==> src/rtl/irq_ctrl_pkg.sv <==
// Shared definitions for the interrupt controller: register offsets, FSM encoding
// and the bridge base address at which the controller is mapped.
package irq_ctrl_pkg;

    localparam logic [1:0] IC_MASK = 2'd0;
    localparam logic [1:0] IC_PEND = 2'd1;
    localparam logic [1:0] IC_STAT = 2'd2;
    localparam logic [1:0] IC_EOI  = 2'd3;

    localparam logic [31:0] IC_BASE_ADDR = 32'h0000_7F20;

    typedef enum logic [1:0] {
        IDLE    = 2'd0,
        REQ     = 2'd1,
        SERVICE = 2'd2
    } ic_state_t;

endpackage

==> src/rtl/irq_prio_enc.sv <==
// Lowest-index-wins priority encoder returning {valid, id} for a request vector.
module irq_prio_enc #(
    parameter int N    = 6,
    parameter int ID_W = 3
) (
    input  logic [N-1:0]    req,
    output logic            valid,
    output logic [ID_W-1:0] id
);

    // Scanning downward lets the lowest set index overwrite any higher one.
    always_comb begin
        valid = 1'b0;
        id    = '0;
        for (int i = N - 1; i >= 0; i--) begin
            if (req[i]) begin
                valid = 1'b1;
                id    = ID_W'(i);
            end
        end
    end

endmodule

==> src/rtl/irq_ctrl.sv <==
// Interrupt controller feeding CP0 HWInt: edge capture, mask, fixed priority and EOI.
// Optional nested preemption (one level) is enabled by defining IRQ_CTRL_PREEMPT_EN.
module irq_ctrl
    import irq_ctrl_pkg::*;
#(
    parameter int N_SRC = 6,
    parameter int ID_W  = 3
) (
    input  logic             clk,
    input  logic             reset,
    input  logic [31:2]      Addr,
    input  logic             IcWrite,
    input  logic [31:0]      Din,
    output logic [31:0]      Dout,
    input  logic [N_SRC-1:0] irq_in,
    output logic             int_req,
    output logic [ID_W-1:0]  int_id,
    input  logic             int_ack
);

    ic_state_t        state, state_next;
    logic [N_SRC-1:0] mask, pending, prev_irq;
    logic [N_SRC-1:0] eligible, rise, w1c, ack_clr;
    logic [ID_W-1:0]  cur_id, sel_id, pre_id, saved_id;
    logic             sel_vld, pre_vld, saved_vld;
    logic             wr_mask, wr_pend, wr_eoi;
    logic             ack_req, ack_pre, eoi_pop, eoi_idle;
    logic             unused_bits;

    assign unused_bits = ^{Addr[31:4], Din[31:N_SRC]};

    assign wr_mask  = IcWrite && (Addr[3:2] == IC_MASK);
    assign wr_pend  = IcWrite && (Addr[3:2] == IC_PEND);
    assign wr_eoi   = IcWrite && (Addr[3:2] == IC_EOI);

    assign eligible = pending & mask;
    assign rise     = irq_in & ~prev_irq;
    assign w1c      = wr_pend ? Din[N_SRC-1:0] : '0;
    assign ack_clr  = (ack_req || ack_pre) ? (N_SRC'(1) << int_id) : '0;

    irq_prio_enc #(.N(N_SRC), .ID_W(ID_W)) u_sel (
        .req   (eligible),
        .valid (sel_vld),
        .id    (sel_id)
    );

`ifdef IRQ_CTRL_PREEMPT_EN
    logic [N_SRC-1:0] below;

    // Only sources strictly higher in priority than the one in service may preempt.
    always_comb begin
        below = '0;
        for (int i = 0; i < N_SRC; i++) begin
            below[i] = (i < int'(cur_id));
        end
    end

    irq_prio_enc #(.N(N_SRC), .ID_W(ID_W)) u_pre (
        .req   (eligible & below),
        .valid (pre_vld),
        .id    (pre_id)
    );

    always_ff @(posedge clk) begin
        if (reset) begin
            saved_vld <= 1'b0;
        end else if (ack_pre) begin
            saved_vld <= 1'b1;
        end else if (eoi_pop) begin
            saved_vld <= 1'b0;
        end
    end

    always_ff @(posedge clk) begin
        if (ack_pre) begin
            saved_id <= cur_id;
        end
    end
`else
    assign pre_vld   = 1'b0;
    assign pre_id    = '0;
    assign saved_vld = 1'b0;
    assign saved_id  = '0;
`endif

    always_ff @(posedge clk) begin
        if (reset) begin
            state <= IDLE;
        end else begin
            state <= state_next;
        end
    end

    always_comb begin
        state_next = state;
        int_req    = 1'b0;
        int_id     = '0;
        ack_req    = 1'b0;
        ack_pre    = 1'b0;
        eoi_pop    = 1'b0;
        eoi_idle   = 1'b0;
        case (state)
            IDLE: begin
                if (sel_vld) begin
                    state_next = REQ;
                end
            end
            REQ: begin
                // The request follows the encoder live, so a late higher-priority edge wins.
                int_req = sel_vld;
                int_id  = sel_id;
                if (!sel_vld) begin
                    state_next = IDLE;
                end else if (int_ack) begin
                    ack_req    = 1'b1;
                    state_next = SERVICE;
                end
            end
            SERVICE: begin
                if (wr_eoi) begin
                    if (saved_vld) begin
                        eoi_pop = 1'b1;
                    end else begin
                        eoi_idle   = 1'b1;
                        state_next = IDLE;
                    end
                end else if (pre_vld && !saved_vld) begin
                    int_req = 1'b1;
                    int_id  = pre_id;
                    ack_pre = int_ack;
                end
            end
            default: state_next = IDLE;
        endcase
    end

    always_ff @(posedge clk) begin
        if (reset) begin
            mask     <= '0;
            pending  <= '0;
            prev_irq <= '0;
            cur_id   <= '0;
        end else begin
            prev_irq <= irq_in;
            // A fresh edge overrides any clear aimed at the same bit this cycle.
            pending  <= (pending & ~(w1c | ack_clr)) | rise;
            if (wr_mask) begin
                mask <= Din[N_SRC-1:0];
            end
            if (ack_req || ack_pre) begin
                cur_id <= int_id;
            end else if (eoi_pop) begin
                cur_id <= saved_id;
            end else if (eoi_idle) begin
                cur_id <= '0;
            end
        end
    end

    always_comb begin
        Dout = '0;
        case (Addr[3:2])
            IC_MASK: Dout = 32'(mask);
            IC_PEND: Dout = 32'(pending);
            IC_STAT: Dout = {(state == SERVICE), saved_vld, {(30 - ID_W){1'b0}}, cur_id};
            default: Dout = '0;
        endcase
    end

endmodule

==> config.mk <==
export PLATFORM = sky130hd
export DESIGN_NAME = irq_ctrl
export DESIGN_NICKNAME = d
export VERILOG_FILES = /design/src/rtl/irq_ctrl_pkg.sv /design/src/rtl/irq_prio_enc.sv /design/src/rtl/irq_ctrl.sv
export SDC_FILE = /design/constraint.sdc
export NUM_CORES = 1
export LEC_CHECK = 0
export ABC_CLOCK_PERIOD_IN_PS = 1900
export CAP_MARGIN = 30
export CORE_ASPECT_RATIO = 0.7
export CORE_MARGIN = 2
export CORE_UTILIZATION = 33
export DETAILED_ROUTE_END_ITERATION = 10
export PLACE_DENSITY = 0.8
export SLEW_MARGIN = 20
export SYNTH_ARGS = -nofsm -noshare
export SYNTH_HDL_FRONTEND = slang
export SYNTH_HIERARCHICAL = 1
export SYNTH_SLANG_ARGS = --single-unit
==> constraint.sdc <==
create_clock -name clk -period 1.9 [get_ports clk]
set_input_delay 0.475 -clock clk [delete_from_list [all_inputs] [get_ports clk]]
set_output_delay 0.475 -clock clk [all_outputs]
set_load 0.005 [all_outputs]
* After elaboration in Yosys (flattened, before gate mapping)
Index checks and enable logic that the tools add are counted.
Word-level totals: flip-flop bits (word level) 23, bits in latches 0, bits in writable memories 0, ROM bits 0, input bits 72, output and inout port bits 36, word-level logic and storage cells 57, memories 0
Cells by class: add/sub/neg operators 0, $mul 0, divide/modulo/power cells 0, magnitude comparators 0, equal/unequal tests 8, shift-type cells 1, multiplexer cells 29, bitwise gates (word level) 7, reductions and logical operators 7
Operators by type and width (number):
- case mux 32 bit (3 select lines) | 1
- two-way mux 3 bit | 9
- bitwise AND 6 bit | 3
- two-way mux 1 bit | 12
- two-way mux 6 bit | 2
- NOT 6 bit | 2
- bitwise OR 6 bit | 2
- two-way mux 2 bit | 4
- equality test 2 bit, second input constant | 3
- case mux 2 bit (3 select lines) | 1
- left shift 1 x 3 -> 6 bit, first input constant | 1
- equality test 2 x 1 -> 1 bit, second input constant | 2
- logical NOT 2 bit | 2
- != test 2 bit, second input constant | 2
- logical AND 1 bit | 3
- != test 3 bit, second input constant | 1
- AND reduction 3 bit | 1
- nonzero test 2 bit | 1

* Depth between registers and ports, before layout
word-level depth 14, mapped depth 6, depth with buffers taken out 6

* Hierarchy
The synthesis kept the hierarchy.
By module, submodules not included:
- irq_ctrl | instances 1, cells an instance 147, area an instance 1316.3 µm², seq. area each 460.4 µm²
- irq_prio_enc | instances 1, cells an instance 10, area an instance 57.6 µm², seq. area each 0.0 µm²

* Least setup slack after synthesis
No wires, ideal clock.
kind register to output, start point reg pending[1], end point out int_id[0], data arrival time 1.161 ns, required time 1.425 ns, setup slack 0.264 ns, stages on the path, launching flop included 5, buffers on the path 0, cell sequence dfxtp_1 and2_1 nor2_1 a221oi_1 and3b_1
Between the ends: word-level cells in the longest chain between the ends 4
RTL lines:
- from (decl) | RTL line irq_ctrl.sv:22 | logic [N_SRC-1:0] mask, pending, prev_irq;
- from (signal assigned) | RTL line irq_ctrl.sv:146 | pending <= (pending & ~(w1c | ack_clr)) | rise;
- bitwise AND 6 bit | RTL line irq_ctrl.sv:36 | assign eligible = pending & mask;
- named net eligible[1] | RTL line irq_ctrl.sv:23 | logic [N_SRC-1:0] eligible, rise, w1c, ack_clr;
- two-way mux 3 bit (2 in series) | RTL line irq_prio_enc.sv:16 | if (req[i]) begin
- named net sel_id[0] | RTL line irq_ctrl.sv:24 | logic [ID_W-1:0] cur_id, sel_id, pre_id, saved_id;
- two-way mux 3 bit
- to (decl) | RTL line irq_ctrl.sv:17 | output logic [ID_W-1:0] int_id,
The timed path passes the listed nets, and every way through them passes these cells.

* Worst setup path in the final report
start point reg pending[3], end point reg pending[4]
Between the ends: word-level cells in the longest chain between the ends 12, elaborated cells between the ends (all ways) 18, those cells by class shift (1); mux (12); bitwise (5)
RTL lines:
- bitwise AND 6 bit | RTL line irq_ctrl.sv:36
- named net eligible[3] | RTL line irq_ctrl.sv:23
- two-way mux 1 bit (4 in series) | RTL line irq_prio_enc.sv:16
- named net sel_vld | RTL line irq_ctrl.sv:25 | logic sel_vld, pre_vld, saved_vld;
- two-way mux 1 bit | RTL line irq_ctrl.sv:112 | if (!sel_vld) begin
- two-way mux 1 bit | RTL line irq_ctrl.sv:102 | case (state)
- two-way mux 6 bit | RTL line irq_ctrl.sv:39 | assign ack_clr = (ack_req || ack_pre) ? (N_SRC'(1) << int_id) : '0;
- bitwise OR 6 bit | RTL line irq_ctrl.sv:146
- NOT 6 bit | RTL line irq_ctrl.sv:146
- bitwise AND 6 bit | RTL line irq_ctrl.sv:146
- bitwise OR 6 bit | RTL line irq_ctrl.sv:146
The timed path passes the listed nets, and every way through them passes these cells. A chain may end at the register's enable or synchronous reset.

==> metrics <==
final slew viol count=0; largest fanout on the critical path=6; dpl hpwl=2528 µm; most frequent cells in the layout=conb_1, buf_4, dfxtp_1; # Max-Cap Violations=0; most common cell after layout, fill and taps aside=conb_1; deepest clock path buffer count=2; drt pass-1 iters=4; Synth area leader=dfxtp_1; RSZ-0062 raised after global routing=true; Hold Buf Count CTS=0; Root Buffer=clkbuf_8; row count=19; I/O Buffers=28; endpoints failing setup=10; fin crit period=2.034 ns; Layout area overhead=46.45%; highest clock rate=0.4917 GHz; placed instance count=257; LEAKAGE=0.9420 nW; H-tree depth=1; fraction of registers with async set or reset after synthesis=0%; Reg2Reg Depth=11; initial antenna violation count=0; GP Congestion=0.9104; Slew @ Worst Pin=0.7124 ns; Top FF cell, synth=dfxtp_1; register area share after synthesis=33.52%; DRT iter0 DRCs=38; DP Worst Slack=-0.6036 ns; antenna violation net count after detailed routing=0; total core area=3970 µm²; clk_lat worst skew=0.27 ns; post-route cell area=2012 µm²; Final nets=288; max incr delay on CP=0.32 ns; Yosys warning total=6; Critical Path Source Type=flop; Synth Area per Inst=8.750 µm²; Final Util=50.68%; vias per inst=4.468; Max IR drop VDD=0.0004970 V; Most Frequent Cell on Critical Path=buf_6; Netlist Area Pre-Place=1374 µm²; routed length per instance=13.05 µm; Final Total Pwr=0.001066 W; Worst setup EP type=flop; post-synth top area share=33.52%; power per cell area=529.6 nW/µm²; DIE AREA=4704 µm²; Num CTS Buffers=3; status=complete, but fails checks; Slew HR=52.41%; post-detailed-route DRC marker count=0; Synth area leaders=dfxtp_1, buf_4, mux2i_1, nor2b_1, and2_1; clock skew=0.001664 ns; via count=1193; final worst-path cycle share=107.0%; Synth Register Bits=23; Critical Path RT=2.12 ns; GRT Overall Usage=15.67%; slowest CP cell=dfxtp_2; crit path DAT=2.25 ns; clock sinks=23; first-pass GRT wire length=5430 µm; failing checks=negative setup slack; Mapped Cells=157; final WL=3484 µm; vias in the first global route=1152; CTS tree=built; io pins=108; worst hold path class=reg2reg; final non-filler cell total=267; final setup margin=-0.1338 ns; die width=81.12 µm; grt ovf=0; CTS clk-pin slew, worst paths=0.08 ns; share of post-route cells with drive strength above 1=33.49%; Post-Place Cell Area=1794 µm²; Worst Hold Path Cells=2; Post-synth EDFFs=0; Die Y-Extent=57.99 µm; Final Hold Viols=0; post-synth cell types=31; critical path class=reg2reg; largest net degree at the start of global routing=24; n_diodes=0; critical path, cell by cell=and2_4 > buf_6 > nor4_4 > nand2_1 > buf_4 > buf_6 > buf_6 > buf_6 > and4b_1 > a221oi_2 > a21o_1; Initial Utilization=34.60%
-- cell usage after synthesis (all sizes together) (2+ instances only) --
| cell type | number |
|---|---|
| a21o | 4 |
| a21oi | 4 |
| a221oi | 5 |
| a22o | 2 |
| a22oi | 2 |
| and2 | 9 |
| and3b | 2 |
| and4b | 3 |
| buf | 28 |
| clkbuf | 2 |
| dfxtp | 23 |
| inv | 8 |
| mux2i | 12 |
| nand2 | 7 |
| nand2b | 7 |
| nor2 | 12 |
| nor2b | 11 |
| nor3b | 3 |
| o211ai | 3 |
| o21ai | 3 |
-- metal layers --
layer,global-route usage [%],wire [µm],vias up
met4,3.632,33,0
met3,4.206,198,4
met1,21.75,1685,555
li1,-,-,602
met2,24.44,1566,32
met5,0,0,-
-- path summary, 6_finish.rpt --
path	startpoint	to	slack (ns)
setup / recovery	pending[3]$_SDFF_PP0_	pending[4]$_SDFF_PP0_	-0.13
hold reg to reg	prev_irq[1]$_SDFF_PP0_	pending[1]$_SDFF_PP0_	0.46
setup reg to reg	pending[3]$_SDFF_PP0_	pending[4]$_SDFF_PP0_	-0.13
hold / removal	prev_irq[1]$_SDFF_PP0_	pending[1]$_SDFF_PP0_	0.46
-- cell type report --
class	instances	area, µm²
fillers	378	1958
multi-input cells	120	859.6
repair buffers	60	543.0
flip-flops and latches	23	467.9
well taps	52	65.06
clock buffers	3	41.29
inverters	8	30.03
clock inverters	1	5.005
-- stage by stage --
stage	hold slack [ns]	setup TNS (ns)
6_report	0.4588	-0.7876
5_1_grt	0.5036	-1.865
4_1_cts	0.4619	-0.5567
3_5_place_dp	0.4397	-5.407
3_3_place_gp	0.4323	-5.033
2_1_floorplan	0.4297	0
-- cell families after synthesis --
kind of cell    count (synthesis)  synth area share [%]
other cells                     1                0.2730
simple gates                   59                 26.50
compound gates                 24                 12.57
mux                            12                 8.744
flops                          23                 33.52
buf+inv                        38                 18.40
-- worst max-delay path: cells and delay by family, from the launching register on --
family | cells | cell delay (ns)
AO/OA/AOI/OAI | 2 | 0.35
flip-flops | 1 | 0.32
AND/OR/NAND/NOR | 4 | 0.72
buffers and inverters | 5 | 0.59
-- power by group --
group	internal (W)	total, W	switching [W]
clock network	0.000147	0.000310	0.000163
registers	0.000508	0.000520	0.0000122
logic	0.000134	0.000236	0.000102
-- sequential cells by signal, summed over array words and instances (netlist names) --
name and count:
state 2, mask 6, prev_irq 6, pending 6, cur_id 3
-- what timing repair did --
item | in CTS | in global routing
setup buffers | 6 | 1
pin swaps | 7 | 9
resized for setup | 64 | 10
endpoints found under the setup margin | 11 | 16
(Power assumes the default switching activity.)
